### config.mk
export PLATFORM = sky130hd
export DESIGN_NAME = output_drain
export DESIGN_NICKNAME = d
export VERILOG_FILES = /design/src/rtl/output_drain.sv
export SDC_FILE = /design/constraint.sdc
export NUM_CORES = 1
export LEC_CHECK = 0
export CORE_MARGIN = 3
export CORE_UTILIZATION = 45
export CTS_CLUSTER_DIAMETER = 150
export DETAILED_ROUTE_END_ITERATION = 10
export PLACE_DENSITY_LB_ADDON = 0.25
export SLEW_MARGIN = 40
export SYNTH_ARGS = -nofsm -noshare
export SYNTH_HDL_FRONTEND = slang
export SYNTH_SLANG_ARGS = --single-unit
### constraint.sdc
create_clock -name clk_i -period 5.95 [get_ports clk_i]
set_clock_uncertainty 0.15 [all_clocks]
set_input_delay 0.8925 -clock clk_i [delete_from_list [all_inputs] [get_ports clk_i]]
set_output_delay 0.8925 -clock clk_i [all_outputs]
set_load 0.1 [all_outputs]
### src/rtl/output_drain.sv
// rtl/output_drain.sv - drains a run of partial-output buffers onto a beat stream
// Each buffer is read once into a shift register and emitted LSB beat first.
`ifndef OUTPUT_BUF_NUM
  `define OUTPUT_BUF_NUM 4
`endif
`ifndef BUF_SIZE
  `define BUF_SIZE 64
`endif

module output_drain #(
  parameter int OUTPUT_BUF_NUM = `OUTPUT_BUF_NUM,
  parameter int BUF_SIZE       = `BUF_SIZE,
  parameter int BEAT_W         = 32
) (
  input  logic                                clk_i,
  input  logic                                rst_i,
  input  logic                                start_i,
  input  logic [$clog2(OUTPUT_BUF_NUM)-1:0]   base_sel_i,
  input  logic [$clog2(OUTPUT_BUF_NUM):0]     cnt_i,
  output logic [$clog2(OUTPUT_BUF_NUM)-1:0]   out_sel_o,
  input  logic [BUF_SIZE-1:0]                 out_dat_i,
  output logic                                m_val_o,
  input  logic                                m_rdy_i,
  output logic [BEAT_W-1:0]                   m_dat_o,
  output logic                                m_last_o,
  output logic                                busy_o,
  output logic                                done_o
);

  localparam int SEL_W  = $clog2(OUTPUT_BUF_NUM);
  localparam int CNT_W  = SEL_W + 1;
  localparam int BEATS  = BUF_SIZE / BEAT_W;
  localparam int BCNT_W = (BEATS > 1) ? $clog2(BEATS) : 1;

  typedef enum logic [1:0] {IDLE, LOAD, SEND, DONE} state_t;

  state_t              state_q;
  logic [SEL_W-1:0]    out_sel_q;
  logic [CNT_W-1:0]    rem_q;
  logic [BCNT_W-1:0]   beat_q;
  logic [BUF_SIZE-1:0] shreg_q;

  logic [CNT_W-1:0]    cnt_clip_d;
  logic [SEL_W-1:0]    sel_next_d;
  logic                last_beat_d;

  always_comb begin
    cnt_clip_d  = (cnt_i > CNT_W'(OUTPUT_BUF_NUM)) ? CNT_W'(OUTPUT_BUF_NUM) : cnt_i;
    sel_next_d  = (out_sel_q == SEL_W'(OUTPUT_BUF_NUM - 1)) ? '0 : out_sel_q + 1'b1;
    last_beat_d = (beat_q == BCNT_W'(BEATS - 1));
  end

  // out_sel_q doubles as the current index; it only moves when entering LOAD
  always_ff @(posedge clk_i or posedge rst_i) begin
    if (rst_i) begin
      state_q   <= IDLE;
      out_sel_q <= '0;
      rem_q     <= '0;
      beat_q    <= '0;
      shreg_q   <= '0;
    end else begin
      case (state_q)
        IDLE: begin
          if (start_i) begin
            rem_q <= cnt_clip_d;
            if (cnt_clip_d != '0) begin
              out_sel_q <= base_sel_i;
              state_q   <= LOAD;
            end else begin
              state_q   <= DONE;
            end
          end
        end
        LOAD: begin
          shreg_q <= out_dat_i;
          beat_q  <= '0;
          state_q <= SEND;
        end
        SEND: begin
          if (m_rdy_i) begin
            shreg_q <= shreg_q >> BEAT_W;
            beat_q  <= beat_q + 1'b1;
            if (last_beat_d) begin
              if (rem_q > CNT_W'(1)) begin
                rem_q     <= rem_q - 1'b1;
                out_sel_q <= sel_next_d;
                state_q   <= LOAD;
              end else begin
                state_q   <= DONE;
              end
            end
          end
        end
        DONE: state_q <= IDLE;
        default: state_q <= IDLE;
      endcase
    end
  end

  assign out_sel_o = out_sel_q;
  assign m_val_o   = (state_q == SEND);
  assign m_dat_o   = shreg_q[BEAT_W-1:0];
  assign m_last_o  = (state_q == SEND) && last_beat_d && (rem_q <= CNT_W'(1));
  assign busy_o    = (state_q != IDLE);
  assign done_o    = (state_q == DONE);

endmodule
==> impl_results.md <==
* Rel. slew slack at between 50% and 60%
* CP max-delay cell: dfrtp_1
* Buffers added on ports at 110
* Tmin final at roughly 3000 ps
* Count of flip-flops with a built-in enable after synthesis at 0
* Status: complete, no violations
* Proportion of synthesized area in mux cells at around a tenth
* Core box area at 0.00702 sq mm
* Synth Cell Area at between 0.003 and 0.004 sq mm
* Yosys cell types at 35
* Largest cells by area after synthesis: dfrtp_1 (53%), mux2i_1 (9.5%), a22o_1 (8.3%)
* DRT iter0 DRCs at 100
* Die ar. at ~0.0086 sq mm
* Area of the multi-input gates at 0.00121 sq mm
* Post-cts sizing count at 0
* Hold-fix buffers, CTS at 0
* Reg2reg end: shreg_q[22]
* Placed Instances at between 400 and 500
* Drt pass-1 iters at 4
* Synth warn at 0
* Data arrival, critical path at approximately 1900 ps
* Layout cells sized above 1 at 16.8%
* Synth Area in Compound Gates at ~17%
* GRT Util Overall at about 18%
* Register-to-Register Path Depth at 6
* Clock Tree Buf Depth at 2
* CTS Buf Count at 9
* Hold Path Depth at 2
* Starting Density at about half
* Worst EP required at a little under 5000 ps
* Critical-path cell list: nor3b_1 > and3_1 > buf_2
* CP startpoint kind: flip-flop
* FF-to-FF Start: state_q[0]
* Final slew viol count at 0
* Hold/Removal Path Class: flip-flop to flip-flop
* Final ANT Viol Nets at 0
* Max-cap viol count at 0
* Buffer and inverter count on the worst path at 1
* Vias in the first global route at between 2000 and 2500
* Synth Area in Simple Gates at under 10%
* RSZ-0062 raised after global routing: false
* Number of remaining DRC errors at 0
* Xor/xnor cell area share of the yosys netlist at 0%
* Worst reg2reg setup slack at about 3500 ps
* Max frequency at about 0.34 GHz
* Post-synth net total at 380
* Tcrit/Tclk final at around half
* Post-DP HPWL at roughly 4900 um
* Cell family with most CP delay: simple AND/OR/NAND/NOR gates
* WL/cell at ~15 um
* CP Capture Type: primary output
* Antenna cells at 0
* Slew @ Worst Pin at about 660 ps
* P&R area growth vs syn at 27.9%
* H-tree depth at 3
* Seq cells post-synth at between 70 and 80
* Crit Path Class: flip-flop to primary output
* Reg area at around 0.0018 sq mm
* Leading area contributor after synthesis: dfrtp_1
* Post-route insts no fill at around 480
* Largest net degree at the start of global routing at 73
* Worst hold start: shreg_q[1]
* Synth Area in Adders at under 10%
* CTS tree: yes
* Max incr delay on CP at between 500 and 600 ps
* Routed vias at approximately 2400
* Hold Fails Final Rpt at 0
* Cell Rows at 30
* Ys async rst share at between 90% and 100%
* Final setup viols at 0
* Root buffer cell: clkbuf_8
* Total global routing overflow at 0
* Worst slack, placed at between 2000 and 3000 ps
* Nets@finish at roughly 450
* Ys flop type: dfrtp_1
* Vias per inst at slightly above 5
* Crit Path Max Fanout at 11
* Synth Area per Inst at 11.1 sq um
* RD Place Congestion at around 0.80
* Fillers at 607
* Hold EP: shreg_q[1]
* Cell count after synthesis at roughly 300
* Final WL at roughly 7300 um
* Clock transition at path regs at around 80 ps
* Clk_lat worst skew at 340 ps
* Clock sinks at about 70
* First-pass GRT wire length at approximately 12000 um
* Seq/Total Area, Yosys at between 50% and 60%
* Ports at between 100 and 150
* Die Wd at just over 90 um
* Main combinational cell family by area after synthesis: compound AO/OA/AOI/OAI gates
* Die Ht at a little over 90 um
* Most frequent cells in the layout: dfrtp_1 (72), clkdlybuf4s50_1 (72), nand2_1 (38), buf_2 (38)
* Post-CTS setup buffers at 0
* Initial antenna violation count at 0
* Hold WS at roughly 330 ps
* Final setup TNS at 0 ps
* Setup ws final at 3010 ps
* Synth top area share at between 50% and 60%
-- cell usage after synthesis, types with 2 or more instances --
cell / count
o31ai_1: 2
and2_1: 2
a21oi_2: 2
buf_4: 37
a22o_1: 32
clkbuf_1: 7
o21ai_1: 32
ha_1: 3
inv_1: 5
buf_2: 8
o21ai_0: 6
nand2_1: 38
mux2_1: 2
a21oi_1: 3
and3_1: 2
dfrtp_1: 72
nor3b_1: 2
mux2i_1: 32
-- logic make-up (layout without fill, tap and decap cells) --
| family | after synthesis | count (layout) |
|---|---|---|
| AO/OA/AOI/OAI | 82 | 82 |
| flip-flops | 72 | 72 |
| buffers and inverters | 59 | 137 |
| AND/OR/NAND/NOR | 53 | 53 |
| multiplexers | 35 | 35 |
| adder cells (fa/ha/maj) | 3 | 3 |
-- per-layer routing --
metal	share of wire, %	track usage [%]	wire, um
met1	46	24.3	3340
met2	45	26.9	3240
met3	8.0	5.69	578
met4	1.4	6.72	105
met5	0	0	0
-- per-stage QoR --
stage | area, sq um | utilization [%]
detailed placement | 4140 | 58.9
CTS | 4320 | 61.5
global route | 4320 | 61.5
finish | 4320 | 61.5
floorplan | 3380 | -
global placement | 4280 | 61.0
-- worst max-delay path by stage --
stage	start	endpoint	slack [ps]	cells after the start
after floorplan	rst_i	beat_q	3080	1
after global placement	m_rdy_i	shreg_q[21]	2700	4
after detailed placement	m_rdy_i	shreg_q[27]	2820	5
after CTS	state_q[1]	m_last_o	3030	3
after global routing	state_q[1]	m_last_o	2880	3
final	state_q[1]	m_last_o	3010	3
-- layout make-up --
cell class	count	share of cell area, %
Multi-Input combinational cell	173	28.1
Inverter	6	0.522
Sequential cell	72	41.7
Clock inverter	4	1.04
Clock buffer	12	3.13
Timing Repair Buffer	115	22.7
Tap cell	96	2.78
-- flip-flops by register name, indices dropped and copies added (netlist names) --
name       flops
rem_q          3
shreg_q       64
beat_q         1
out_sel_o      2
state_q        2
-- tightest hold or removal path: stages, from the launching register on --
cell,delay [ps]
dfrtp_1,340
nand2_1,50
o21ai_1,60
Power is left out: the tool's default activity adds up to more than one toggle a clock period on the data nets, which glitch-free logic cannot reach.
